### src/rtl/axi_rd_burst_master.sv
`default_nettype none
// ============================================================================
// Module   : axi_rd_burst_master
// Summary  : Splits one user read request into boundary-safe AXI read bursts
//            with bounded outstanding ARs, length-based beat counting and
//            RLAST checking.
// Revision : 1.0 - initial release
// ============================================================================
module axi_rd_burst_master #(
    parameter int ADDR_WIDTH = 26,
    parameter int DATA_WIDTH = 32,
    parameter int LEN_WIDTH  = 12,
    parameter int MAX_BURST  = 16,
    parameter int BOUND_BITS = 10,
    parameter int MAX_OUTS   = 2
) (
    input  logic                  clk,
    input  logic                  rst,
    input  logic                  init_end,
    input  logic                  rd_trig,
    input  logic [ADDR_WIDTH-1:0] rd_addr,
    input  logic [LEN_WIDTH-1:0]  rd_len,
    output logic                  rd_ready,
    output logic [DATA_WIDTH-1:0] rd_data,
    output logic                  rd_data_valid,
    input  logic                  rd_data_ready,
    output logic                  rd_done,
    output logic                  rd_err,
    output logic                  axi_arvalid,
    input  logic                  axi_arready,
    output logic [ADDR_WIDTH-1:0] axi_araddr,
    output logic [7:0]            axi_arlen,
    input  logic                  axi_rvalid,
    output logic                  axi_rready,
    input  logic [DATA_WIDTH-1:0] axi_rdata,
    input  logic                  axi_rlast
);

    localparam logic [2:0] S_IDLE = 3'd0;
    localparam logic [2:0] S_CALC = 3'd1;
    localparam logic [2:0] S_AR   = 3'd2;
    localparam logic [2:0] S_WAIT = 3'd3;
    localparam logic [2:0] S_DONE = 3'd4;

    localparam logic [BOUND_BITS:0] c_bound_span = (BOUND_BITS+1)'(1) << BOUND_BITS;

    logic [2:0]            state_q, state_d;
    logic [ADDR_WIDTH-1:0] next_addr_q, next_addr_d;
    logic [LEN_WIDTH-1:0]  ar_left_q, ar_left_d;
    logic [LEN_WIDTH-1:0]  beat_left_q, beat_left_d;
    logic [8:0]            blen_q, blen_d;
    logic [8:0]            burst_cnt_q, burst_cnt_d;
    logic [2:0]            outs_cnt_q, outs_cnt_d;
    logic [1:0]            wr_ptr_q, wr_ptr_d;
    logic [1:0]            rd_ptr_q, rd_ptr_d;
    logic [8:0]            fifo_q [4];
    logic [8:0]            fifo_d [4];
    logic                  rd_err_q, rd_err_d;

    logic                  w_start, w_ar_hs, w_r_hs, w_burst_end, w_fifo_empty, w_beats_pending;
    logic [8:0]            w_head, w_burst_cnt_inc, w_cap, w_blen;
    logic [BOUND_BITS:0]   w_room;

    function automatic logic [1:0] ptr_inc(input logic [1:0] p);
        return (32'(p) == MAX_OUTS - 1) ? 2'd0 : p + 2'd1;
    endfunction

    assign w_start         = (state_q == S_IDLE) && rd_trig && init_end;
    assign w_ar_hs         = axi_arvalid && axi_arready;
    assign w_fifo_empty    = (outs_cnt_q == 3'd0);
    assign w_beats_pending = (beat_left_q != '0) && !w_fifo_empty;
    assign w_head          = fifo_q[rd_ptr_q];
    assign w_burst_cnt_inc = burst_cnt_q + 9'd1;
    assign w_burst_end     = (w_burst_cnt_inc == w_head);
    assign w_r_hs          = axi_rvalid && axi_rready;

    // Burst length: smallest of remaining beats, MAX_BURST and room to the boundary
    assign w_cap  = (ar_left_q > LEN_WIDTH'(MAX_BURST)) ? 9'(MAX_BURST) : 9'(ar_left_q);
    assign w_room = c_bound_span - {1'b0, next_addr_q[BOUND_BITS-1:0]};
    assign w_blen = (32'(w_room) < 32'(w_cap)) ? 9'(w_room) : w_cap;

    assign axi_rready    = rd_data_ready && w_beats_pending;
    assign rd_data_valid = axi_rvalid && w_beats_pending;
    assign rd_data       = axi_rdata;
    assign rd_err        = rd_err_q;
    assign axi_araddr    = next_addr_q;

    always_ff @(posedge clk or posedge rst) begin
        if (rst) begin
            state_q <= S_IDLE;
        end else begin
            state_q <= state_d;
        end
    end

    always_comb begin
        state_d = state_q;
        case (state_q)
            S_IDLE: if (w_start) state_d = (rd_len == '0) ? S_DONE : S_CALC;
            S_CALC: state_d = S_AR;
            S_AR:   if (w_ar_hs) state_d = (ar_left_q == LEN_WIDTH'(blen_q)) ? S_WAIT : S_CALC;
            S_WAIT: if (beat_left_q == '0) state_d = S_DONE;
            S_DONE: state_d = S_IDLE;
            default: state_d = S_IDLE;
        endcase
    end

    always_comb begin
        rd_ready    = (state_q == S_IDLE) && init_end;
        axi_arvalid = (state_q == S_AR) && (32'(outs_cnt_q) < MAX_OUTS);
        axi_arlen   = (state_q == S_AR) ? (blen_q[7:0] - 8'd1) : 8'd0;
        rd_done     = (state_q == S_DONE);
    end

    always_comb begin
        next_addr_d = next_addr_q;
        ar_left_d   = ar_left_q;
        beat_left_d = beat_left_q;
        blen_d      = blen_q;
        burst_cnt_d = burst_cnt_q;
        wr_ptr_d    = wr_ptr_q;
        rd_ptr_d    = rd_ptr_q;
        fifo_d      = fifo_q;
        rd_err_d    = rd_err_q;

        if (w_start) begin
            next_addr_d = rd_addr;
            ar_left_d   = rd_len;
            beat_left_d = rd_len;
            rd_err_d    = 1'b0;
        end
        if (state_q == S_CALC) begin
            blen_d = w_blen;
        end
        if (w_ar_hs) begin
            fifo_d[wr_ptr_q] = blen_q;
            wr_ptr_d         = ptr_inc(wr_ptr_q);
            next_addr_d      = next_addr_q + ADDR_WIDTH'(blen_q);
            ar_left_d        = ar_left_q - LEN_WIDTH'(blen_q);
        end
        // Beat counting is purely length-based; RLAST only feeds the error flag
        if (w_r_hs) begin
            beat_left_d = beat_left_q - LEN_WIDTH'(1);
            if (w_burst_end) begin
                burst_cnt_d = 9'd0;
                rd_ptr_d    = ptr_inc(rd_ptr_q);
            end else begin
                burst_cnt_d = w_burst_cnt_inc;
            end
            if (axi_rlast != w_burst_end) begin
                rd_err_d = 1'b1;
            end
        end
        outs_cnt_d = outs_cnt_q + {2'b00, w_ar_hs} - {2'b00, w_r_hs && w_burst_end};
    end

    always_ff @(posedge clk or posedge rst) begin
        if (rst) begin
            next_addr_q <= '0;
            ar_left_q   <= '0;
            beat_left_q <= '0;
            blen_q      <= '0;
            burst_cnt_q <= '0;
            outs_cnt_q  <= '0;
            wr_ptr_q    <= '0;
            rd_ptr_q    <= '0;
            rd_err_q    <= 1'b0;
            for (int i = 0; i < 4; i++) begin
                fifo_q[i] <= '0;
            end
        end else begin
            next_addr_q <= next_addr_d;
            ar_left_q   <= ar_left_d;
            beat_left_q <= beat_left_d;
            blen_q      <= blen_d;
            burst_cnt_q <= burst_cnt_d;
            outs_cnt_q  <= outs_cnt_d;
            wr_ptr_q    <= wr_ptr_d;
            rd_ptr_q    <= rd_ptr_d;
            rd_err_q    <= rd_err_d;
            fifo_q      <= fifo_d;
        end
    end

endmodule
`default_nettype wire

### config.mk
export PLATFORM = sky130hd
export DESIGN_NAME = axi_rd_burst_master
export DESIGN_NICKNAME = d
export VERILOG_FILES = /design/src/rtl/axi_rd_burst_master.sv
export SDC_FILE = /design/constraint.sdc
export NUM_CORES = 1
export LEC_CHECK = 0
export CAP_MARGIN = 20
export CORE_AREA = 3 3 125 127
export CTS_BUF_LIST = sky130_fd_sc_hd__clkbuf_8
export CTS_CLUSTER_SIZE = 40
export DETAILED_ROUTE_END_ITERATION = 16
export DIE_AREA = 0 0 128 130
export PLACE_DENSITY = 0.77
export SLEW_MARGIN = 20
export SYNTH_ARGS = -nofsm -noshare
export SYNTH_HDL_FRONTEND = slang
export SYNTH_SLANG_ARGS = --single-unit
### constraint.sdc
create_clock -name clk -period 10.74 [get_ports clk]
set_clock_uncertainty 0.15 [all_clocks]
set_input_delay 1.074 -clock clk [delete_from_list [all_inputs] [get_ports clk]]
set_output_delay 1.074 -clock clk [all_outputs]
set_load 0.05 [all_outputs]
# After elaboration in Yosys (flattened, before gate mapping)
# Index checks and enable logic that the tools add are counted.
# classes
n_addsub	10
reduce_logical	21
n_lt_le_gt_ge	6
n_mux	26
eq_ne	12
n_bitwise	2
# op_table
op	n
9-bit 2-to-1 mux	6
26-bit 2-to-1 mux	2
36-bit bitwise mux	1
12-bit 2-to-1 mux	3
26-bit by 9-bit adder with 26-bit output	1
12-bit logical NOT	2
9-bit binary-select mux with 2-bit select	1
9-bit demux with 2-bit select	1
12-bit by 9-bit == test with 1-bit output	1
12-bit by 5-bit greater-than comparator with 1-bit output, second input constant	1
3-bit 2-to-1 mux	4
3-bit case mux with 4 select lines	1
12-bit nonzero test	1
12-bit by 1-bit subtractor with 12-bit output, second input constant	1
12-bit by 9-bit subtractor with 12-bit output	1
1-bit logical AND	11
11-bit by 9-bit less-than comparator with 1-bit output	1
11-bit by 10-bit subtractor with 11-bit output, first input constant	1
9-bit by 1-bit adder with 9-bit output, second input constant	1
9-bit == test	1
8-bit 2-to-1 mux	1
8-bit by 1-bit subtractor with 8-bit output, second input constant	1
3-bit by 2-bit == test with 1-bit output, second input constant	2
3-bit greater-or-equal comparator, second input constant	2
other kinds (18)	29
# word_totals
word_cells	91
inputBits	78
regBits	115
out_inout_bits	72

# Logic depth before layout (Yosys ltp)
# Gate-level depths: netlist (run 1).
# depth
ltp_word	8
ltp_mapped	14
ltp_nobuf	13

# Worst setup path before layout (run 1)
# Ideal clock, no wire load.
# synth_path
path_kind	reg2reg
from	reg rd_ptr_q[0]
to	reg outs_cnt_q[2]
setup_time_ns	0.122
required_ns	10.468
path_stages_with_launch	15
path_slack_ns	7.413
arrival_time_ns	3.055
synth_period_minus_slack_ns	3.327
n_path_buf	2
path_cell_list	dfrtp_1 > buf_6 > mux4_2 > xor2_2 > xor2_1 > a31oi_1 > nor4_2 > buf_4 > and2_4 > ha_1 > inv_1 > ha_1 > inv_1 > fa_1 > xor2_1
# synth_via
elab_chain_cells	7
# synth_lines
item	line_no	text
start, declared	55	logic [1:0] rd_ptr_q, rd_ptr_d;
start signal, assigned	179	rd_ptr_q <= rd_ptr_d;
2-bit inverter with 3-bit output (not written as such)	72	assign w_head = fifo_q[rd_ptr_q];
9-bit binary-select mux with 2-bit select	72	
9-bit 2-to-1 mux (not written as such) (2 in series)	72	
9-bit == test	74	assign w_burst_end = (w_burst_cnt_inc == w_head);
1-bit logical AND	154	outs_cnt_d = outs_cnt_q + {2'b00, w_ar_hs} - {2'b00, w_r_hs && w_burst_end};
3-bit by 1-bit subtractor with 3-bit output	154	
named net outs_cnt_d[2]	53	logic [2:0] outs_cnt_q, outs_cnt_d;
end signal, assigned	177	outs_cnt_q <= outs_cnt_d;
end, declared	53	
# The timed path passes the listed nets, and every way through them passes these cells. The select of a mux whose other input is x is not followed.
# A chain may end at the register's enable or synchronous reset.

# Worst setup path after layout (run 1)
# layout_path
from	reg beat_left_q[0]
to	out axi_rready
# layout_via
elab_chain_cells	3
# layout_lines
item	line_no	text
start, declared	50	logic [LEN_WIDTH-1:0] beat_left_q, beat_left_d;
start signal, assigned	174	beat_left_q <= beat_left_d;
12-bit nonzero test	71	assign w_beats_pending = (beat_left_q != '0) && !w_fifo_empty;
1-bit logical AND	71	
1-bit logical AND	82	assign axi_rready = rd_data_ready && w_beats_pending;
end, declared	34	output logic axi_rready,
# No other way between the ends.

==> flow_summary_export.csv, run 1 <==
group,metric,value,unit
yosys,synth.area.top_cells,"dfrtp_1, ha_1, mux2_2",
run_status,status,"finished, final reports clean",
setup_path,cp_cell_sequence,"inv_1, ha_1, or3b_2, nor3_1, a21oi_1, and2_1, clkdlybuf4s50_1",
layout,layout-drive-gt1-share,10.3,%
timing,finalCriticalPeriod,4.34,ns
floorplanning,dieArea,16600,µm²
layout,instances_no_fill,1018,
setup_path,critPathKind,"flop to output port",
global_routing,grt.overflow.total,0,
yosys,synth_top_area_share,39.6,%
power_and_ir_drop,peakVddDrop,0.000213,V
clock_network,cts_buffers,17,
clock_network,cts_root_buf,"clkbuf_8",
setup_path,critPathArrivalTime,3.12,ns
yosys,syn_area_per_cell,9.41,µm²
layout,n_fill_cell,1286,
setup_path,critical_path_buf_inv_count,2,
yosys,ys_ff_latch,115,
setup_path,regToRegSetupSlack,6.49,ns
clock_network,cts.clk_slew.worst_paths,0.07,ns
timing,hold_viol,0,
setup_path,slowest_delay,0.69,ns
placement,finalWeightedCongestion,0.849,
yosys,yosysMostFrequentCell,"dfrtp_1",
yosys,synth.cell_area,7270,µm²
clock_network,cts_sinks,115,
routing,drt_pass1_iterations,6,
layout,nNetsFinal,936,
layout,syn_to_final_growth,16.6,%
placement,dp_hpwl,12800,µm
yosys,ys_types,69,
clock_network,insertion_delay,0.46,ns
setup_path,cp.required,9.52,ns
routing,wl_per_cell,17.5,µm
flow_run,max-cap-violations,0,
routing,drcViolationCount,0,
timing,fmax,230,MHz
floorplanning,num_io_pins,150,
global_routing,grt_pass1_wl,30000,µm
timing,setup_viol,0,
clock_network,postCtsSetupBuffers,0,
yosys,synthTopCellsByCount,"dfrtp_1, nand2_1, o21ai_0",
timing,maxSlewViolCount,0,
clock_network,htreeDepth,4,
floorplanning,die_y,130,µm
routing,ant_nets,0,
power_and_ir_drop,p_leak,3.61,nW
timing,fin_hold_ws,0.328,ns
global_routing,first_global_vias,5830,
routing,drtIter0Drc,451,
setup_path,crit_fanout,5,
routing,vias,5939,
placement,place_ws,6.48,ns
clock_network,postCtsHoldBufs,0,
timing,period_share,40.4,%
timing,worst_slew_pin_slew,1.09,ns
layout,insertedDiodeCount,0,
setup_path,cpMaxStageDelayCell,"clkdlybuf4s50_1",
yosys,synth_seq_area_share,39.6,%
placement,place_inst,987,
clock_network,cts_resized,0,
yosys,ys_warn_count,0,
setup_path,crit_path_end_kind,"output port",
floorplanning,core_area,14500,µm²
worst_hold_path,hp-class,"flop to flop",
clock_network,cts.path.max_buffers,2,
timing,rsz0062_at_grt,"no",
yosys,synthFlopType,"dfrtp_1",
placement,place_area,8030,µm²
routing,vias_per_cell,5.83,
placement,portBuffers,85,
timing,timing.slew.headroom,26.9,%
yosys,yosysTopAreaCell,"dfrtp_1",
floorplanning,fp-row-count,44,
layout,stdcell_area,8480,µm²
power_and_ir_drop,power.density,309,nW/µm²
clock_network,cts_tree,"built",
setup_path,path_delay_family,"simple AND/OR/NAND/NOR gates",
floorplanning,start_util,50.0,%
global_routing,grt_max_degree,85,
yosys,synthArstFlopShare,100,%
global_routing,grt_usage,22.5,%
yosys,synthCells,773,
timing,fin_ws,6.40,ns
setup_path,start_kind,"flop",
yosys,synth-edff-count,0,
floorplanning,die_width,128,µm
routing,drt-total-wl,17800,µm
global_routing,antenna_found_initial,0,
timing,setup-tns-final,0,ns
-- registers in the layout (all words and copies together) (netlist names) --
| name | cells |
|---|---|
| axi_araddr | 26 |
| state_q | 3 |
| wr_ptr_q | 2 |
| burst_cnt_q | 9 |
| rd_ptr_q | 2 |
| beat_left_q | 12 |
| blen_q | 9 |
| outs_cnt_q | 3 |
| rd_err | 1 |
| ar_left_q | 12 |
| fifo_q | 36 |
-- layer usage --
layer | wire length [µm] | vias up | global-route usage, %
met5 | 0 | - | 0
met1 | 8100 | 2882 | 30.4
met3 | 978 | 25 | 4.87
met4 | 255 | 0 | 6.99
li1 | - | 2852 | -
met2 | 8460 | 180 | 36.6
-- placed cells by master, fill, tap and decap left out, drive strengths merged, types with 5 or more instances in the layout --
master / netlist / layout
clkdlybuf4s50: 0 / 85
mux4: 7 / 7
a22oi: 11 / 11
ha: 33 / 33
nor2: 48 / 48
nor4: 7 / 7
a21boi: 6 / 6
inv: 33 / 34
buf: 44 / 6
a21oi: 27 / 27
and3: 10 / 10
and2: 9 / 9
nand4: 11 / 11
o22ai: 9 / 9
nand2: 81 / 81
o311ai: 5 / 5
a211oi: 6 / 6
o21ai: 62 / 62
o21a: 5 / 5
nor2b: 8 / 8
o211ai: 9 / 9
nand2b: 6 / 6
nand3: 18 / 18
clkbuf: 20 / 19
dfrtp: 115 / 115
mux2i: 9 / 9
nor3: 36 / 36
mux2: 30 / 30
a221o: 7 / 7
clkinv: 0 / 5
xnor2: 24 / 24
a21o: 10 / 10
bufinv: 0 / 5
xor2: 14 / 14
a31oi: 6 / 6
nor3b: 5 / 5
-- cells by family (layout without fill, tap and decap cells) --
kind of cell    after synthesis  in the layout  share of synthesized area [%]
buf+inv                      97            155                           7.06
mux                          46             46                           8.21
other cells                   1              4                         0.0516
simple gates                255            255                           17.4
fa+ha+maj                    36             36                           6.50
xor+xnor                     38             38                           4.78
flops                       115            115                           39.6
compound gates              185            185                           16.4
-- cell type report --
type                    instances  area, µm²  area share [%]
repair buffers                 91        900            10.6
flip-flops and latches        115       2880            33.9
multi-input cells             564       3900            46.0
inverters                      33        126            1.49
well taps                     184        230            2.72
clock buffers                  19        262            3.08
clock inverters                12        186            2.20
-- worst min-delay path, stage by stage (launching register included) --
cell and delay [ns]:
dfrtp_1 0.34, nand2_1 0.05, nand2_1 0.05
-- power by group --
group          total (W)  switching, W  internal, W
Clock           0.000466      0.000182     0.000284
Sequential      0.000774      0.000195     0.000580
Combinational    0.00138      0.000815     0.000565
Total            0.00262       0.00119      0.00143
-- through the flow --
stage                     power, W  util [%]
final                      0.00262      58.3
after global routing       0.00282      58.3
after CTS                  0.00262      58.3
after detailed placement   0.00215      55.2
after global placement     0.00212      55.2
after floorplan            0.00180         -
-- final timing paths --
check	startpoint	to	cells past startpoint
worst min register to register	beat_left_q[11]	beat_left_q[11]	2
min in group asynchronous	rst	state_q[2]	2
worst max-delay path	beat_left_q[0]	axi_rready	7
worst min-delay path	beat_left_q[11]	beat_left_q[11]	2
max in group asynchronous	rst	axi_araddr[0]	3
worst max register to register	rd_ptr_q[0]	outs_cnt_q[2]	12
No activity file was read; power rests on OpenSTA's default activity.
==> run 2, diff against run 1 <==
Clock period 10.74 ns to 4.5 ns, I/O delays scaled along.
==> run 2 against run 1 <==
  * Sequential share of layout area down 0.050 points
  * Register-to-register slack worse by 5.7 ns
  * Global-route usage up 0.34 points
  * Worst hold slack better by 0.0076 ns
==> flow_summary_export.csv, run 2 (synthesized netlist as in run 1, its figures left out) <==
group,metric,value,unit
placement,place_inst,990,
placement,place_area,8050,µm²
flow_run,max-cap-violations,0,
power_and_ir_drop,p_switching,0.00286,W
clock_network,cts_resized,0,
timing,fmax,265,MHz
floorplanning,die_width,128,µm
timing,worst_slew_pin_slew,0.966,ns
layout,largest_register_ffs,36,
setup_path,regToRegSetupSlack,0.77,ns
global_routing,antenna_found_initial,0,
power_and_ir_drop,power.density,735,nW/µm²
layout,stdcell_area,8490,µm²
floorplanning,die_y,130,µm
global_routing,grt_usage,22.9,%
timing,setup-tns-final,0,ns
clock_network,cts_tree,"built",
timing,hold_viol,0,
clock_network,postCtsHoldBufs,0,
clock_network,cts_sinks,115,
layout,mostFrequentLayoutCell,"dfrtp_1",
floorplanning,num_io_pins,150,
clock_network,cts_root_buf,"clkbuf_8",
setup_path,critPathArrivalTime,3.18,ns
setup_path,crit_fanout,5,
routing,ant_nets,0,
worst_hold_path,hold_end,"fifo_q[4]",
layout,utilization,58.4,%
power_and_ir_drop,p_leak,3.61,nW
worst_hold_path,hp-class,"flop to flop",
setup_path,ff2ff_path_depth,14,
power_and_ir_drop,total_power,0.00624,W
worst_hold_path,whs_path_depth,2,
run_status,status,"finished, final reports clean",
setup_path,cp.required,3.90,ns
power_and_ir_drop,combPwrFrac,53.1,%
floorplanning,fp-row-count,44,
layout,insertedDiodeCount,0,
routing,vias,6017,
layout,instances_no_fill,1020,
setup_path,critPathKind,"flop to output port",
setup_path,crit_path_end_kind,"output port",
setup_path,r2r-end,"outs_cnt_q[2]",
power_and_ir_drop,p_int,0.00338,W
timing,timing.slew.headroom,35.6,%
clock_network,cts.path.max_buffers,2,
worst_hold_path,min-delay-start,"fifo_q[4]",
routing,vias_per_cell,5.90,
timing,finalCriticalPeriod,3.78,ns
routing,drtIter0Drc,450,
power_and_ir_drop,p_seq_share,29.7,%
routing,drt-total-wl,18100,µm
routing,drcViolationCount,0,
floorplanning,start_util,50.0,%
routing,wl_per_cell,17.7,µm
floorplanning,dieArea,16600,µm²
global_routing,grt_pass1_wl,30300,µm
setup_path,r2r_start,"beat_left_q[0]",
clock_network,cts_buffers,17,
global_routing,grt.overflow.total,0,
clock_network,htreeDepth,4,
routing,drt_pass1_iterations,5,
layout,layout-drive-gt1-share,10.6,%
clock_network,insertion_delay,0.45,ns
power_and_ir_drop,swShare,45.8,%
global_routing,grt_max_degree,77,
clock_network,postCtsSetupBuffers,0,
layout,layout_common_cells,"dfrtp_1, clkdlybuf4s50_1, nand2_1, o21ai_0, nor2_1",
layout,syn_to_final_growth,16.8,%
floorplanning,core_area,14500,µm²
power_and_ir_drop,peakVddDrop,0.000531,V
placement,finalWeightedCongestion,0.889,
global_routing,first_global_vias,6053,
power_and_ir_drop,clkPwrFrac,17.2,%
clock_network,cts.clk_slew.worst_paths,0.07,ns
timing,setup_viol,0,
setup_path,start_kind,"flop",
layout,nNetsFinal,939,
placement,dp_hpwl,13000,µm
timing,period_share,84.0,%
timing,rsz0062_at_grt,"no",
timing,maxSlewViolCount,0,
layout,largest-register,"fifo_q",
placement,portBuffers,85,
## run 2: cell types whose count changed in the layout (fill, tap and decap cells not counted)
cell        before  now
buf_4            5    9
clkinv_2         5    2
buf_6            1    0
bufinv_16        5    4
clkbuf_8        19   20
clkinv_4         0    1
clkinvlp_4       1    2
nor2_1          47   46
nor2_2           1    2
nor3b_2          1    0
nor3b_4          0    1
## run 2: worst max-delay path by stage
stage / to / startpoint / cells after the start
2_1_floorplan: ar_left_q[0] / rst / 1
3_3_place_gp: outs_cnt_q[2] / rd_ptr_q[0] / 13
3_5_place_dp: outs_cnt_q[2] / rd_ptr_q[0] / 13
4_1_cts: outs_cnt_q[2] / rd_ptr_q[0] / 13
5_1_grt: outs_cnt_q[2] / rd_ptr_q[0] / 13
6_report: rd_data_valid / beat_left_q[0] / 7
## run 2: area by class of cell
type | instances | area [µm²]
tap | 184 | 230
clock inverter | 10 | 158
fill | 1264 | 6040
sequential | 115 | 2880
clock buffer | 20 | 275
timing repair buffer | 94 | 918
multi-input combinational | 564 | 3910
inverter | 33 | 126
## run 2: metrics by stage
step           hold WS, ns  setup WS (ns)
4_1_cts              0.338          0.723
5_1_grt              0.374          0.537
2_1_floorplan        0.289          0.856
3_5_place_dp         0.323          0.719
6_report             0.336          0.722
3_3_place_gp         0.312          0.828
## run 2: critical path, cell delays in order, from the launching register on
cell             delay [ns]
dfrtp_1                0.36
inv_1                  0.11
ha_1                   0.19
or3b_2                 0.49
nor3_1                 0.47
a21oi_1                0.20
and2_1                 0.21
clkdlybuf4s50_1        0.70
## run 2: metal layers
metal  routed length (µm)  vias up  global-route usage [%]
met5                    0        -                       0
met4                  299        0                    7.18
met3                 1180       29                    6.22
met2                 8590      206                    36.4
met1                 7980     2912                    30.7
li1                     -     2870                       -
## run 2: power by group through the flow
| stage | clock (W) | sequential [W] | combinational [W] |
|---|---|---|---|
| floorplan | 0 | 0.00208 | 0.00222 |
| global placement | 0 | 0.00184 | 0.00322 |
| detailed placement | 0 | 0.00185 | 0.00330 |
| CTS | 0.00109 | 0.00184 | 0.00332 |
| global route | 0.00114 | 0.00191 | 0.00365 |
| finish | 0.00107 | 0.00185 | 0.00332 |
